===== src/rtl/id_ex_stage_if.sv =====
// ID/EX stage boundary: decoded ID fields in, latched EX fields out, plus stall/flush/ready.
// Pure wiring bundle; no storage or latency of its own.
// Back-pressure travels on ex_ready (EX -> stage) and stall_id (stage -> ID/IF).
interface id_ex_stage_if #(
    parameter int XLEN  = 32,
    parameter int CNT_W = 16
);
    // decode side
    logic [10:0]     control_signal_id;
    logic            valid_id;
    logic [XLEN-1:0] pc_id;
    logic [XLEN-1:0] rs1_data_id;
    logic [XLEN-1:0] rs2_data_id;
    logic [XLEN-1:0] imm_id;
    logic [4:0]      rs1_addr_id;
    logic [4:0]      rs2_addr_id;
    logic [4:0]      rd_addr_id;
    logic [2:0]      funct3_id;
    logic [6:0]      funct7_id;

    // execute side control
    logic            ex_ready;
    logic            flush_ex;

    // latched fields seen by execute
    logic [10:0]     control_signal_ex;
    logic            valid_ex;
    logic [XLEN-1:0] pc_ex;
    logic [XLEN-1:0] rs1_data_ex;
    logic [XLEN-1:0] rs2_data_ex;
    logic [XLEN-1:0] imm_ex;
    logic [4:0]      rs1_addr_ex;
    logic [4:0]      rs2_addr_ex;
    logic [4:0]      rd_addr_ex;
    logic [2:0]      funct3_ex;
    logic [6:0]      funct7_ex;

    // status back to decode/fetch
    logic            stall_id;
    logic [CNT_W-1:0] bubble_count;

    // surrounding pipeline (decode, execute, hazard consumers)
    modport master (
        output control_signal_id, valid_id, pc_id, rs1_data_id, rs2_data_id, imm_id,
               rs1_addr_id, rs2_addr_id, rd_addr_id, funct3_id, funct7_id,
               ex_ready, flush_ex,
        input  control_signal_ex, valid_ex, pc_ex, rs1_data_ex, rs2_data_ex, imm_ex,
               rs1_addr_ex, rs2_addr_ex, rd_addr_ex, funct3_ex, funct7_ex,
               stall_id, bubble_count
    );

    // the ID/EX pipeline register itself
    modport slave (
        input  control_signal_id, valid_id, pc_id, rs1_data_id, rs2_data_id, imm_id,
               rs1_addr_id, rs2_addr_id, rd_addr_id, funct3_id, funct7_id,
               ex_ready, flush_ex,
        output control_signal_ex, valid_ex, pc_ex, rs1_data_ex, rs2_data_ex, imm_ex,
               rs1_addr_ex, rs2_addr_ex, rd_addr_ex, funct3_ex, funct7_ex,
               stall_id, bubble_count
    );
endinterface


===== src/rtl/id_ex_stage.sv =====
// ID->EX pipeline register with load-use bubble insertion and saturating bubble counter.
// Latency: one cycle ID to EX; outputs come straight from flops.
// Back-pressure: holds while ex_ready=0 and stalls ID; flush_ex overrides both and never stalls.
module id_ex_stage #(
    parameter int XLEN  = 32,
    parameter int CNT_W = 16
) (
    input  logic         clk,
    input  logic         rstn,
    id_ex_stage_if.slave bus
);

    typedef struct packed {
        logic [10:0]     ctrl;
        logic            valid;
        logic [XLEN-1:0] pc;
        logic [XLEN-1:0] rs1_data;
        logic [XLEN-1:0] rs2_data;
        logic [XLEN-1:0] imm;
        logic [4:0]      rs1_addr;
        logic [4:0]      rs2_addr;
        logic [4:0]      rd_addr;
        logic [2:0]      funct3;
        logic [6:0]      funct7;
    } ex_regs_t;

    ex_regs_t         ex_q;
    ex_regs_t         id_word;
    logic [CNT_W-1:0] bubble_cnt_q;

    logic uses_rs1;
    logic uses_rs2;
    logic dest_fpu;
    logic dest_int;
    logic rs1_match;
    logic rs2_match;
    logic load_use;

    // Pack the ID side into one word so the register update is a single assignment.
    always_comb begin
        id_word          = '0;
        id_word.ctrl     = bus.control_signal_id;
        id_word.valid    = bus.valid_id;
        id_word.pc       = bus.pc_id;
        id_word.rs1_data = bus.rs1_data_id;
        id_word.rs2_data = bus.rs2_data_id;
        id_word.imm      = bus.imm_id;
        id_word.rs1_addr = bus.rs1_addr_id;
        id_word.rs2_addr = bus.rs2_addr_id;
        id_word.rd_addr  = bus.rd_addr_id;
        id_word.funct3   = bus.funct3_id;
        id_word.funct7   = bus.funct7_id;
    end

    // Load-use detection against the instruction now in EX. Integer x0 is
    // hard-wired so it never hazards; FPU f0 is a real register and does.
    always_comb begin
        uses_rs1  = (bus.control_signal_id != 11'b0);
        uses_rs2  = uses_rs1 && (!bus.control_signal_id[10] || bus.control_signal_id[5]);
        dest_fpu  = (ex_q.ctrl[8:7] == 2'b10);
        dest_int  = (ex_q.ctrl[8:7] == 2'b01);
        rs1_match = (bus.rs1_addr_id == ex_q.rd_addr) &&
                    ( bus.control_signal_id[1] ? dest_fpu
                                               : (dest_int && (ex_q.rd_addr != 5'd0)));
        rs2_match = (bus.rs2_addr_id == ex_q.rd_addr) &&
                    ( bus.control_signal_id[0] ? dest_fpu
                                               : (dest_int && (ex_q.rd_addr != 5'd0)));
        load_use  = ex_q.valid && ex_q.ctrl[6] && bus.valid_id &&
                    ((uses_rs1 && rs1_match) || (uses_rs2 && rs2_match));
    end

    // Pipeline register: flush beats hold, hold beats bubble, bubble beats advance.
    always_ff @(posedge clk or negedge rstn) begin
        if (!rstn) begin
            ex_q         <= '0;
            bubble_cnt_q <= '0;
        end else if (bus.flush_ex) begin
            ex_q <= '0;
        end else if (!bus.ex_ready) begin
            ex_q <= ex_q;
        end else if (load_use) begin
            ex_q <= '0;
            if (bubble_cnt_q != {CNT_W{1'b1}}) begin
                bubble_cnt_q <= bubble_cnt_q + 1'b1;
            end
        end else if (bus.valid_id) begin
            ex_q <= id_word;
        end else begin
            ex_q <= '0;
        end
    end

    // Stall ID/IF while EX is busy or a bubble is going in; a flush discards ID instead.
    always_comb begin
        bus.stall_id = !bus.flush_ex && (!bus.ex_ready || load_use);
    end

    // Drive the EX-side fields straight from the flops.
    always_comb begin
        bus.control_signal_ex = ex_q.ctrl;
        bus.valid_ex          = ex_q.valid;
        bus.pc_ex             = ex_q.pc;
        bus.rs1_data_ex       = ex_q.rs1_data;
        bus.rs2_data_ex       = ex_q.rs2_data;
        bus.imm_ex            = ex_q.imm;
        bus.rs1_addr_ex       = ex_q.rs1_addr;
        bus.rs2_addr_ex       = ex_q.rs2_addr;
        bus.rd_addr_ex        = ex_q.rd_addr;
        bus.funct3_ex         = ex_q.funct3;
        bus.funct7_ex         = ex_q.funct7;
        bus.bubble_count      = bubble_cnt_q;
    end

endmodule


===== src/flat_wrapper.sv =====
// flat-port wrapper written by rule: the top's interface ports become plain ports
module id_ex_stage_flat 
#(
    parameter int XLEN  = 32,
    parameter int CNT_W = 16
)
  (clk, rstn, bus_control_signal_id, bus_valid_id, bus_pc_id, bus_rs1_data_id, bus_rs2_data_id, bus_imm_id, bus_rs1_addr_id, bus_rs2_addr_id, bus_rd_addr_id, bus_funct3_id, bus_funct7_id, bus_ex_ready, bus_flush_ex, bus_control_signal_ex, bus_valid_ex, bus_pc_ex, bus_rs1_data_ex, bus_rs2_data_ex, bus_imm_ex, bus_rs1_addr_ex, bus_rs2_addr_ex, bus_rd_addr_ex, bus_funct3_ex, bus_funct7_ex, bus_stall_id, bus_bubble_count);
  id_ex_stage_if #(.XLEN(XLEN), .CNT_W(CNT_W)) bus_i ();
  input  logic clk;
  input  logic rstn;
  input wire logic [$bits(bus_i.control_signal_id)-1:0] bus_control_signal_id;
  input wire logic [$bits(bus_i.valid_id)-1:0] bus_valid_id;
  input wire logic [$bits(bus_i.pc_id)-1:0] bus_pc_id;
  input wire logic [$bits(bus_i.rs1_data_id)-1:0] bus_rs1_data_id;
  input wire logic [$bits(bus_i.rs2_data_id)-1:0] bus_rs2_data_id;
  input wire logic [$bits(bus_i.imm_id)-1:0] bus_imm_id;
  input wire logic [$bits(bus_i.rs1_addr_id)-1:0] bus_rs1_addr_id;
  input wire logic [$bits(bus_i.rs2_addr_id)-1:0] bus_rs2_addr_id;
  input wire logic [$bits(bus_i.rd_addr_id)-1:0] bus_rd_addr_id;
  input wire logic [$bits(bus_i.funct3_id)-1:0] bus_funct3_id;
  input wire logic [$bits(bus_i.funct7_id)-1:0] bus_funct7_id;
  input wire logic [$bits(bus_i.ex_ready)-1:0] bus_ex_ready;
  input wire logic [$bits(bus_i.flush_ex)-1:0] bus_flush_ex;
  output wire logic [$bits(bus_i.control_signal_ex)-1:0] bus_control_signal_ex;
  output wire logic [$bits(bus_i.valid_ex)-1:0] bus_valid_ex;
  output wire logic [$bits(bus_i.pc_ex)-1:0] bus_pc_ex;
  output wire logic [$bits(bus_i.rs1_data_ex)-1:0] bus_rs1_data_ex;
  output wire logic [$bits(bus_i.rs2_data_ex)-1:0] bus_rs2_data_ex;
  output wire logic [$bits(bus_i.imm_ex)-1:0] bus_imm_ex;
  output wire logic [$bits(bus_i.rs1_addr_ex)-1:0] bus_rs1_addr_ex;
  output wire logic [$bits(bus_i.rs2_addr_ex)-1:0] bus_rs2_addr_ex;
  output wire logic [$bits(bus_i.rd_addr_ex)-1:0] bus_rd_addr_ex;
  output wire logic [$bits(bus_i.funct3_ex)-1:0] bus_funct3_ex;
  output wire logic [$bits(bus_i.funct7_ex)-1:0] bus_funct7_ex;
  output wire logic [$bits(bus_i.stall_id)-1:0] bus_stall_id;
  output wire logic [$bits(bus_i.bubble_count)-1:0] bus_bubble_count;
  assign bus_i.control_signal_id = bus_control_signal_id;
  assign bus_i.valid_id = bus_valid_id;
  assign bus_i.pc_id = bus_pc_id;
  assign bus_i.rs1_data_id = bus_rs1_data_id;
  assign bus_i.rs2_data_id = bus_rs2_data_id;
  assign bus_i.imm_id = bus_imm_id;
  assign bus_i.rs1_addr_id = bus_rs1_addr_id;
  assign bus_i.rs2_addr_id = bus_rs2_addr_id;
  assign bus_i.rd_addr_id = bus_rd_addr_id;
  assign bus_i.funct3_id = bus_funct3_id;
  assign bus_i.funct7_id = bus_funct7_id;
  assign bus_i.ex_ready = bus_ex_ready;
  assign bus_i.flush_ex = bus_flush_ex;
  assign bus_control_signal_ex = bus_i.control_signal_ex;
  assign bus_valid_ex = bus_i.valid_ex;
  assign bus_pc_ex = bus_i.pc_ex;
  assign bus_rs1_data_ex = bus_i.rs1_data_ex;
  assign bus_rs2_data_ex = bus_i.rs2_data_ex;
  assign bus_imm_ex = bus_i.imm_ex;
  assign bus_rs1_addr_ex = bus_i.rs1_addr_ex;
  assign bus_rs2_addr_ex = bus_i.rs2_addr_ex;
  assign bus_rd_addr_ex = bus_i.rd_addr_ex;
  assign bus_funct3_ex = bus_i.funct3_ex;
  assign bus_funct7_ex = bus_i.funct7_ex;
  assign bus_stall_id = bus_i.stall_id;
  assign bus_bubble_count = bus_i.bubble_count;
  id_ex_stage #(.XLEN(XLEN), .CNT_W(CNT_W)) u_core (.clk(clk), .rstn(rstn), .bus(bus_i));
endmodule

===== config.mk =====
export PLATFORM = sky130hd
export DESIGN_NAME = id_ex_stage_flat
export DESIGN_NICKNAME = d
export VERILOG_FILES = /design/src/rtl/id_ex_stage_if.sv /design/src/rtl/id_ex_stage.sv /design/src/flat_wrapper.sv
export SDC_FILE = /design/constraint.sdc
export NUM_CORES = 1
export LEC_CHECK = 0
export CAP_MARGIN = 20
export CORE_MARGIN = 3
export CORE_UTILIZATION = 40
export DETAILED_ROUTE_END_ITERATION = 10
export GPL_TIMING_DRIVEN = 0
export PLACE_DENSITY = 0.9
export SYNTH_ARGS = -nofsm -noshare
export SYNTH_HDL_FRONTEND = slang
export SYNTH_SLANG_ARGS = --single-unit

===== constraint.sdc =====
create_clock -name clk -period 2.5 [get_ports clk]
set_input_delay 0.5 -clock clk [delete_from_list [all_inputs] [get_ports clk]]
set_output_delay 0.5 -clock clk [all_outputs]
set_load 0.01 [all_outputs]

# ---- Word-level counts from Yosys, hierarchy flattened
# Index checks and enable logic that the tools add are counted.
dict set report word_totals {
  input_bits 169
  reg_bits 181
  wordCells 45
  output_inout_bits 182
}
dict set report classes {
  n_reduce_logical 20
  n_mux 6
  eq_ne 5
  bitwise 1
  n_addsub 1
}
# operator count
set op_table {}
lappend op_table {{165-bit 2-to-1 mux} 4}
lappend op_table {{16-bit by 1-bit adder with 16-bit output (second input constant)} 1}
lappend op_table {{16-bit inequality test (second input constant)} 1}
lappend op_table {{11-bit nonzero test} 1}
lappend op_table {{5-bit equality test} 2}
lappend op_table {{1-bit logical AND} 10}
lappend op_table {{5-bit nonzero test} 1}
lappend op_table {{4-bit AND reduction} 1}
lappend op_table {{1-bit zero test} 3}
lappend op_table {{1-bit logical OR} 3}
lappend op_table {{2-bit by 1-bit equality test with 1-bit output (second input constant)} 1}
lappend op_table {{2-bit equality test (second input constant)} 1}
lappend op_table {{1-bit 2-to-1 mux} 2}
lappend op_table {{2-bit nonzero test} 1}
lappend op_table {{1-bit inverter} 1}

# ---- Logic depth before layout (Yosys ltp)
# Gate-level depths: netlist (run 1).
dict set report depth {
  word_depth 10
  ltp_mapped 8
}

# ---- Least setup slack after synthesis (run 1)
# No wires, ideal clock.
dict set report synth_timing {
  kind {input port to output port}
  startpoint {input bus_rs1_addr_id[0]}
  endpoint {output bus_stall_id}
  required_time_ns 2.000
  slack_ns 0.323
  t_arrival_ns 1.677
  cell_stages 5
  path_buffers 0
  path_cell_list {xor2_1 -> a2111oi_4 -> o2111ai_2 -> a21o_1 -> a21oi_1}
}
dict set report synth_between {
  elab_chain_len 7
}
# element line
set synth_lines {}
lappend synth_lines {{from (decl)} flat_wrapper.sv:17} ;# input wire logic [$bits(bus_i.rs1_addr_id)-1:0] bus_rs1_addr_id;
lappend synth_lines {{5-bit equality test} id_ex_stage.sv:62} ;# rs1_match = (bus.rs1_addr_id == ex_q.rd_addr) &&
lappend synth_lines {{1-bit logical AND} id_ex_stage.sv:62}
lappend synth_lines {{1-bit logical AND} id_ex_stage.sv:69} ;# ((uses_rs1 && rs1_match) || (uses_rs2 && rs2_match));
lappend synth_lines {{1-bit logical OR} id_ex_stage.sv:69}
lappend synth_lines {{1-bit logical AND} id_ex_stage.sv:68} ;# load_use = ex_q.valid && ex_q.ctrl[6] && bus.valid_id &&
lappend synth_lines {{1-bit logical OR} id_ex_stage.sv:95} ;# bus.stall_id = !bus.flush_ex && (!bus.ex_ready || load_use);
lappend synth_lines {{1-bit logical AND} id_ex_stage.sv:95}
lappend synth_lines {{to (decl)} flat_wrapper.sv:35} ;# output wire logic [$bits(bus_i.stall_id)-1:0] bus_stall_id;
# No other way between the ends.

# ---- Worst setup path in the final report (run 1)
dict set report layout_timing {
  startpoint {register u_core.ex_q, in the netlist u_core.bus.rd_addr_ex[2]}
  endpoint {output bus_stall_id}
}
dict set report layout_between {
  elab_chain_len 9
  word_cells_on_any_way 14
  cone_classes {eq/ne: 2; mux: 2; reduce/logical: 10}
}
# element line
set layout_lines {}
lappend layout_lines {{from (decl)} id_ex_stage.sv:27} ;# ex_regs_t ex_q;
lappend layout_lines {{from (signal assigned)} id_ex_stage.sv:80} ;# ex_q <= ex_q;
lappend layout_lines {{from (signal assigned)} id_ex_stage.sv:87} ;# ex_q <= id_word;
lappend layout_lines {{5-bit nonzero test} {id_ex_stage.sv:64, id_ex_stage.sv:67}}
lappend layout_lines {{1-bit logical AND} {id_ex_stage.sv:64, id_ex_stage.sv:67}}
lappend layout_lines {{1-bit 2-to-1 mux (on tied branches)} {id_ex_stage.sv:63, id_ex_stage.sv:66}}
lappend layout_lines {{1-bit logical AND (on tied branches)} {id_ex_stage.sv:62, id_ex_stage.sv:65}}
lappend layout_lines {{1-bit logical AND} id_ex_stage.sv:69}
lappend layout_lines {{1-bit logical OR (*)} id_ex_stage.sv:69}
lappend layout_lines {{1-bit logical AND (*)} id_ex_stage.sv:68}
lappend layout_lines {{1-bit logical OR (*)} id_ex_stage.sv:95}
lappend layout_lines {{1-bit logical AND (*)} id_ex_stage.sv:95}
# Mark *: on every way between the ends. The rest lies on a longest branch, timed or not.

==> impl_metrics.tcl, run 1 <==
set metrics [dict create \
    utilization_pct 69.9 \
    ys_ff_latch 181 \
    layout_common_cells "clkdlybuf4s50_1 (338), dfrtp_1 (178), a22o_1 (164)" \
    layout.cells.most_common "clkdlybuf4s50_1" \
    design_power_total_mw 6.61 \
    drcViolationCount 0 \
    first_global_vias 5978 \
    clock_insertion_delay_worst_skew_ps 420 \
    hold_violation_count_in_the_final_report 0 \
    grtUsageMet2_pct 43.2 \
    placement.cell_area_um2 10700 \
    measured_slew_at_the_worst_slew_check_pin_ps 774 \
    grt.busiest_layer "met2" \
    grtUsageMet3_pct 7.74 \
    timing.critical_path.required_ps 2000 \
    regToRegEndpoint "u_core.bus.rs1_data_ex[16]" \
    met1_usage_pct 28.9 \
    design.final.nets 1028 \
    route.final.wire_length_um 24700 \
    grt_remaining_overflow 0 \
    buffer_ports.inserted 350 \
    synth_area_per_cell_um2 14.7 \
    grt_start_max_net_pins 106 \
    cts_max_level 4 \
    postLayoutSetupSlackWorst_ps -126 \
    timing.final.max_slew_violations 0 \
    synth.lib_cells_used.distinct 28 \
    place.detailed.instances 1039 \
    switching_share_pct 25.7 \
    fmax_mhz 381 \
    critPathCaptureType "output pin" \
    critPathMaxFanout 5 \
    run_status "finished, violations left" \
    worst_hold_slack_ps 43.0 \
    fp-row-count 47 \
    boundaryPins 351 \
    drt-initial-drc-count 272 \
    power.net_switching_mw 1.70 \
    core_um2 16800 \
    final_cells 1091 \
    failing_checks "negative setup slack" \
    grt_use_total_pct 24.6 \
    fin_area_um2 11700 \
    p_int_mw 4.92 \
    final_period_minus_worst_setup_slack_ps 2630 \
    syn-instance-count 468 \
    synth_largest_type_area_fraction_pct 65.6 \
    criticalPathCategory "reg2out" \
    leakage_nw 5.17 \
    grt_first_pass_wirelength_um 35100 \
    irDropWorstVdd_v 0.000434 \
    die-area_um2 18900 \
    r2r.worst_path.cells 10 \
    worst_hold_path_type "in2async" \
    cap_viol_max_count 0 \
    drive_above_1_share_pct 10.6 \
    critical_path.startpoint_type "flop" \
    yosys-top-cells-area "dfrtp_1 (66%), a22o_1 (21%), buf_6 (2.8%)" \
    rsz_0062_raised_after_global_routing "yes" \
    synth_warnings 0 \
    tritoncts.num_buffers 17 \
    final_sum_of_negative_setup_slack_ps -4110 \
    drt-wirelength-per-cell_um 22.7 \
    die_h_um 137 \
    area.growth.synth_to_final_pct 69.6 \
    clock_tree_from_tritoncts "done" \
    gp_routability_congestion 0.856 \
    start_util_pct 41.2 \
    powerDensity_nw_per_um2 565 \
    num_antenna_cells 0 \
    slew-limit-headroom_pct 48.4 \
    worst-r2r-setup-slack_ps -90 \
    power.sequential.fraction_pct 46.8 \
    postSynthNetCount 638 \
    clkSlewWorstSetupHoldPaths_ps 70 \
    setup_viol_count_final 147 \
    ant_nets 0 \
    drt_first_pass_iters 4 \
    cts.hold.buffers_added 0 \
    ctsRootBufferMaster "clkbuf_16" \
    hpwlAfterDp_um 17900 \
    die_width_um 137 \
    regToRegStartpoint "u_core.bus.rd_addr_ex[2]" \
    clock_network_fraction_of_total_power_pct 39.3 \
    synth_seq_area_share_pct 65.6 \
    mappedNetlistArea_um2 6900 \
    cts.path.max_buffers 2 \
    final_min_period_over_clock_period_pct 105 \
    detail_route.vias_per_cell 5.29 \
    netlist.top_cell.by_area "dfrtp_1" \
    preCtsSetupSlack_ps -817 \
    via_count 5770 \
    critPathArrivalTime_ps 2130 \
    share_comb_of_total_power_pct 13.9 \
    cts_num_sinks 181 \
    grt_antenna_before_repair 0 \
    finClkSkew_ps 13.8 \
]
-- layer usage --
metal / vias up / wire, um
met3: 36 / 1740
met1: 2903 / 9740
met5: - / 0
met2: 252 / 12900
li1: 2579 / -
met4: 0 / 400
-- logic make-up after synthesis --
kind of cell               share of synthesized area [%]
adders and majority gates                          0.181
AOI/OAI and AO/OA                                   23.2
buffers and inverters                               3.92
muxes                                              0.163
xor gates and xnor gates                            3.17
DFF                                                 65.6
and+or+nand+nor                                     3.77
-- worst max path at each step --
| stage | from | to | slack [ps] |
|---|---|---|---|
| finish | u_core.bus.rd_addr_ex[2] | bus_stall_id | -130 |
| detailed placement | bus_rs1_addr_id[0] | bus_stall_id | -820 |
| floorplan | bus_rs1_addr_id[0] | bus_stall_id | 320 |
| CTS | u_core.bus.rd_addr_ex[3] | bus_stall_id | -100 |
| global placement | rstn | u_core.bus.pc_ex[10] | -6270 |
| global route | u_core.bus.rd_addr_ex[2] | bus_stall_id | -220 |
-- worst max-delay path: stages (launching register included) --
cell and delay (ps):
dfrtp_2 460, xor2_2 180, a2111oi_4 400, o2111ai_4 170
a21o_1 220, a21oi_2 140, buf_2 140
-- Yosys cell counts --
cell       count
dfrtp_1      181
a22o_1       164
clkbuf_1      20
buf_6         17
xnor2_1       13
xor2_1        12
nand4_1        8
nand2_1        7
and2_1         6
nand3_1        5
a21oi_1        4
nor4_1         4
a2111oi_4      3
and3_1         3
nand2b_1       3
a21o_1         2
and4_1         2
nor2_1         2
nor3_1         2
o2111ai_2      2
a211oi_1       1
and2_0         1
and3_4         1
ha_1           1
inv_1          1
mux2_2         1
nor2b_1        1
o211ai_1       1
-- power by group through the flow --
stage                     registers, mW  logic (mW)  clock network (mW)
after CTS                          3.09       0.880                2.63
after floorplan                    3.19       0.196                   0
after detailed placement           3.15       0.870                   0
after global placement             3.14       0.843                   0
final                              3.09       0.920                2.60
after global routing               3.10       0.975                2.77
-- cell type report --
class                           count  area, um^2
Timing Repair Buffer              371        3830
Buffer                             37         317
Sequential cell                   181        4530
Clock inverter                     14         130
Clock buffer                       18         439
Fill cell                        1177        5050
Inverter                            1        3.75
Multi-Input combinational cell    249        2180
Tap cell                          220         275
-- sequential cells by signal, indices dropped and copies added (netlist names) --
name and flops:
u_core.bus.bubble_count 16, u_core.bus.control_signal_ex 11, u_core.bus.funct3_ex 3, u_core.bus.funct7_ex 7, u_core.bus.imm_ex 32, u_core.bus.pc_ex 32
u_core.bus.rd_addr_ex 5, u_core.bus.rs1_addr_ex 5, u_core.bus.rs1_data_ex 32, u_core.bus.rs2_addr_ex 5, u_core.bus.rs2_data_ex 32, u_core.bus.valid_ex 1
-- what timing repair did --
action	4_1_cts	5_1_grt
buffers inserted	5	6
pin swaps	8	9
gates resized for setup	22	21
setup endpoints to repair	48	54
cloned	0	9
No activity file was read; power rests on OpenSTA's default activity.
==> run 2: changes to the inputs <==
Settings changed: SLEW_MARGIN from default to 25.
==> run 2 against run 1 <==
The flow still finishes with violations (negative setup slack). Critical path depth unchanged. Clock-buffer cell count grew 1. Fmax is 0.20% lower. Clock skew fell by 1.1 ps. Cell count grew 1.4%. Sequential share of layout area is 1.1 points lower. Setup slack got worse by 5.2 ps. Via count is 3.2% higher. Sequential power is essentially flat. Routed wire length rose by 4.3%. Largest power group unchanged.
==> impl_metrics.tcl, run 2 (synthesis results as in run 1) <==
set metrics [dict create \
    cts.path.max_buffers 2 \
    regToRegEndpoint "u_core.bus.rs1_data_ex[26]" \
    switching_share_pct 24.5 \
    power.sequential.fraction_pct 45.7 \
    route.final.wire_length_um 25800 \
    criticalPathCategory "reg2out" \
    boundaryPins 351 \
    grt_use_total_pct 24.0 \
    slew-limit-headroom_pct 52.4 \
    buffer_ports.inserted 350 \
    rsz_0062_raised_after_global_routing "yes" \
    ant_nets 0 \
    slowest_stage_delay_cp_ps 450 \
    regToRegStartpoint "u_core.bus.rd_addr_ex[0]" \
    clkSlewWorstSetupHoldPaths_ps 70 \
    critPathArrivalTime_ps 2130 \
    finClkSkew_ps 12.7 \
    grt_remaining_overflow 0 \
    start_util_pct 41.2 \
    share_comb_of_total_power_pct 14.2 \
    clock_network_fraction_of_total_power_pct 40.1 \
    ctsRootBufferMaster "clkbuf_16" \
    critPathMaxFanout 4 \
    timing.critical_path.cells "xor2_2 -> a2111oi_4 -> o2111ai_4 -> a21o_1 -> a21oi_2 -> buf_2" \
    hold_violation_count_in_the_final_report 0 \
    via_count 5952 \
    timing.final.max_slew_violations 0 \
    critical_path.startpoint_type "flop" \
    detail_route.vias_per_cell 5.38 \
    drt-wirelength-per-cell_um 23.3 \
    final_cells 1106 \
    clock_insertion_delay_worst_skew_ps 430 \
    place.detailed.instances 1039 \
    fmax_mhz 380 \
    die_width_um 137 \
    critical-path-slowest-cell "dfrtp_2" \
    nFillCells 1114 \
    leakage_nw 5.34 \
    cap_viol_max_count 0 \
    measured_slew_at_the_worst_slew_check_pin_ps 714 \
    run_status "finished, violations left" \
    r2r.worst_path.cells 10 \
    cts.hold.buffers_added 0 \
    tritoncts.num_buffers 17 \
    worst-r2r-setup-slack_ps -110 \
    grt_antenna_before_repair 1 \
    drcViolationCount 0 \
    setup_viol_count_final 156 \
    cts_num_sinks 181 \
    fp-row-count 47 \
    power.net_switching_mw 1.66 \
    drt_first_pass_iters 5 \
    die_h_um 137 \
    gp_routability_congestion 0.856 \
    area.growth.synth_to_final_pct 74.8 \
    final_period_minus_worst_setup_slack_ps 2630 \
    clock_tree_from_tritoncts "done" \
    worst_hold_path_type "in2async" \
    layout_common_cells "clkdlybuf4s50_1 (338), dfrtp_1 (178), a22o_1 (164)" \
    core_um2 16800 \
    first_global_vias 5979 \
    cts_max_level 4 \
    drive_above_1_share_pct 11.6 \
    failing_checks "negative setup slack" \
    drt-initial-drc-count 337 \
    grt_start_max_net_pins 93 \
    design.final.nets 1042 \
    irDropWorstVdd_v 0.000434 \
    layout.cells.most_common "clkdlybuf4s50_1" \
    grt_first_pass_wirelength_um 34500 \
    critPathCaptureType "output pin" \
    die-area_um2 18900 \
    p_int_mw 5.12 \
    powerDensity_nw_per_um2 562 \
    worst_hold_slack_ps 56.2 \
    postLayoutSetupSlackWorst_ps -131 \
    final_min_period_over_clock_period_pct 105 \
    timing.critical_path.required_ps 2000 \
    hpwlAfterDp_um 17800 \
]
## run 2: cell types whose count changed in the layout (fill, tap and decap cells not counted), sizes merged
cell / change
bufinv: +2
diode: +1
dlymetal6s2s: +2
dlygate4sd2: -2
inv: -1
buf: +3
clkinv: -2
clkbuf: +12
## run 2: metrics by stage
stage,setup WS [ps],utilization (%),power (mW),TNS [ps],area (um^2)
floorplan,323,-,3.38,0,6900
global placement,-6270,63.7,3.99,-1195730,10700
detailed placement,-809,63.9,4.02,-73590,10700
CTS,-135,67.8,6.72,-135,11400
global route,-211,72.0,7.03,-19070,12100
finish,-131,72.0,6.78,-9570,12100
## run 2: what timing repair did
item	4_1_cts	5_1_grt
pin swaps	7	9
gates cloned	0	20
setup endpoints to repair	41	151
gates resized for setup	17	35
buffers inserted	4	10
## run 2: how the worst max path moves through the flow
stage,start,endpoint,slack (ps),cells past startpoint
after CTS,u_core.bus.rd_addr_ex[3],bus_stall_id,-130,6
after global routing,u_core.bus.rd_addr_ex[0],bus_stall_id,-210,6
after global placement,rstn,u_core.bus.pc_ex[10],-6270,1
after detailed placement,bus_rs1_addr_id[0],bus_stall_id,-810,7
final,u_core.bus.rd_addr_ex[0],bus_stall_id,-130,6
after floorplan,bus_rs1_addr_id[0],bus_stall_id,320,5
## run 2: layout make-up
| class | count | area, um^2 | area share, % |
|---|---|---|---|
| sequential | 181 | 4530 | 37.6 |
| timing repair buffer | 385 | 4130 | 34.2 |
| multi-input combinational | 249 | 2170 | 18.0 |
| clock buffer | 19 | 433 | 3.59 |
| buffer | 37 | 357 | 2.96 |
| tap | 220 | 275 | 2.28 |
| clock inverter | 13 | 163 | 1.35 |
| inverter | 1 | 3.75 | 0.0311 |
| antenna | 1 | 2.50 | 0.0207 |
## run 2: critical path: cells and delay by family, from the launching register on
kind / cells / cell delay, ps
flops: 1 / 450
buf+inv: 1 / 140
xor+xnor: 1 / 170
compound gates: 4 / 940
## run 2: per-layer routing
metal | vias to the layer above | wire length, um | global-route usage, %
li1 | 2628 | - | -
met1 | 2998 | 9990 | 29.1
met2 | 280 | 13300 | 41.4
met3 | 46 | 1900 | 6.61
met4 | 0 | 640 | 8.09
met5 | - | 0 | 0
## run 2: power by group through the flow
stage,Combinational (mW),Clock [mW],Sequential [mW]
2_1_floorplan,0.196,0,3.19
3_3_place_gp,0.843,0,3.14
3_5_place_dp,0.868,0,3.15
4_1_cts,0.874,2.76,3.09
5_1_grt,1.02,2.90,3.10
6_report,0.965,2.72,3.10
==> run 3: changes to the inputs <==
Settings changed: ABC_CLOCK_PERIOD_IN_PS from default to 2500, CTS_CLUSTER_SIZE from default to 24.
==> results of run 3 <==
The final DEF is identical to that of run 2; final timing and power are the same.
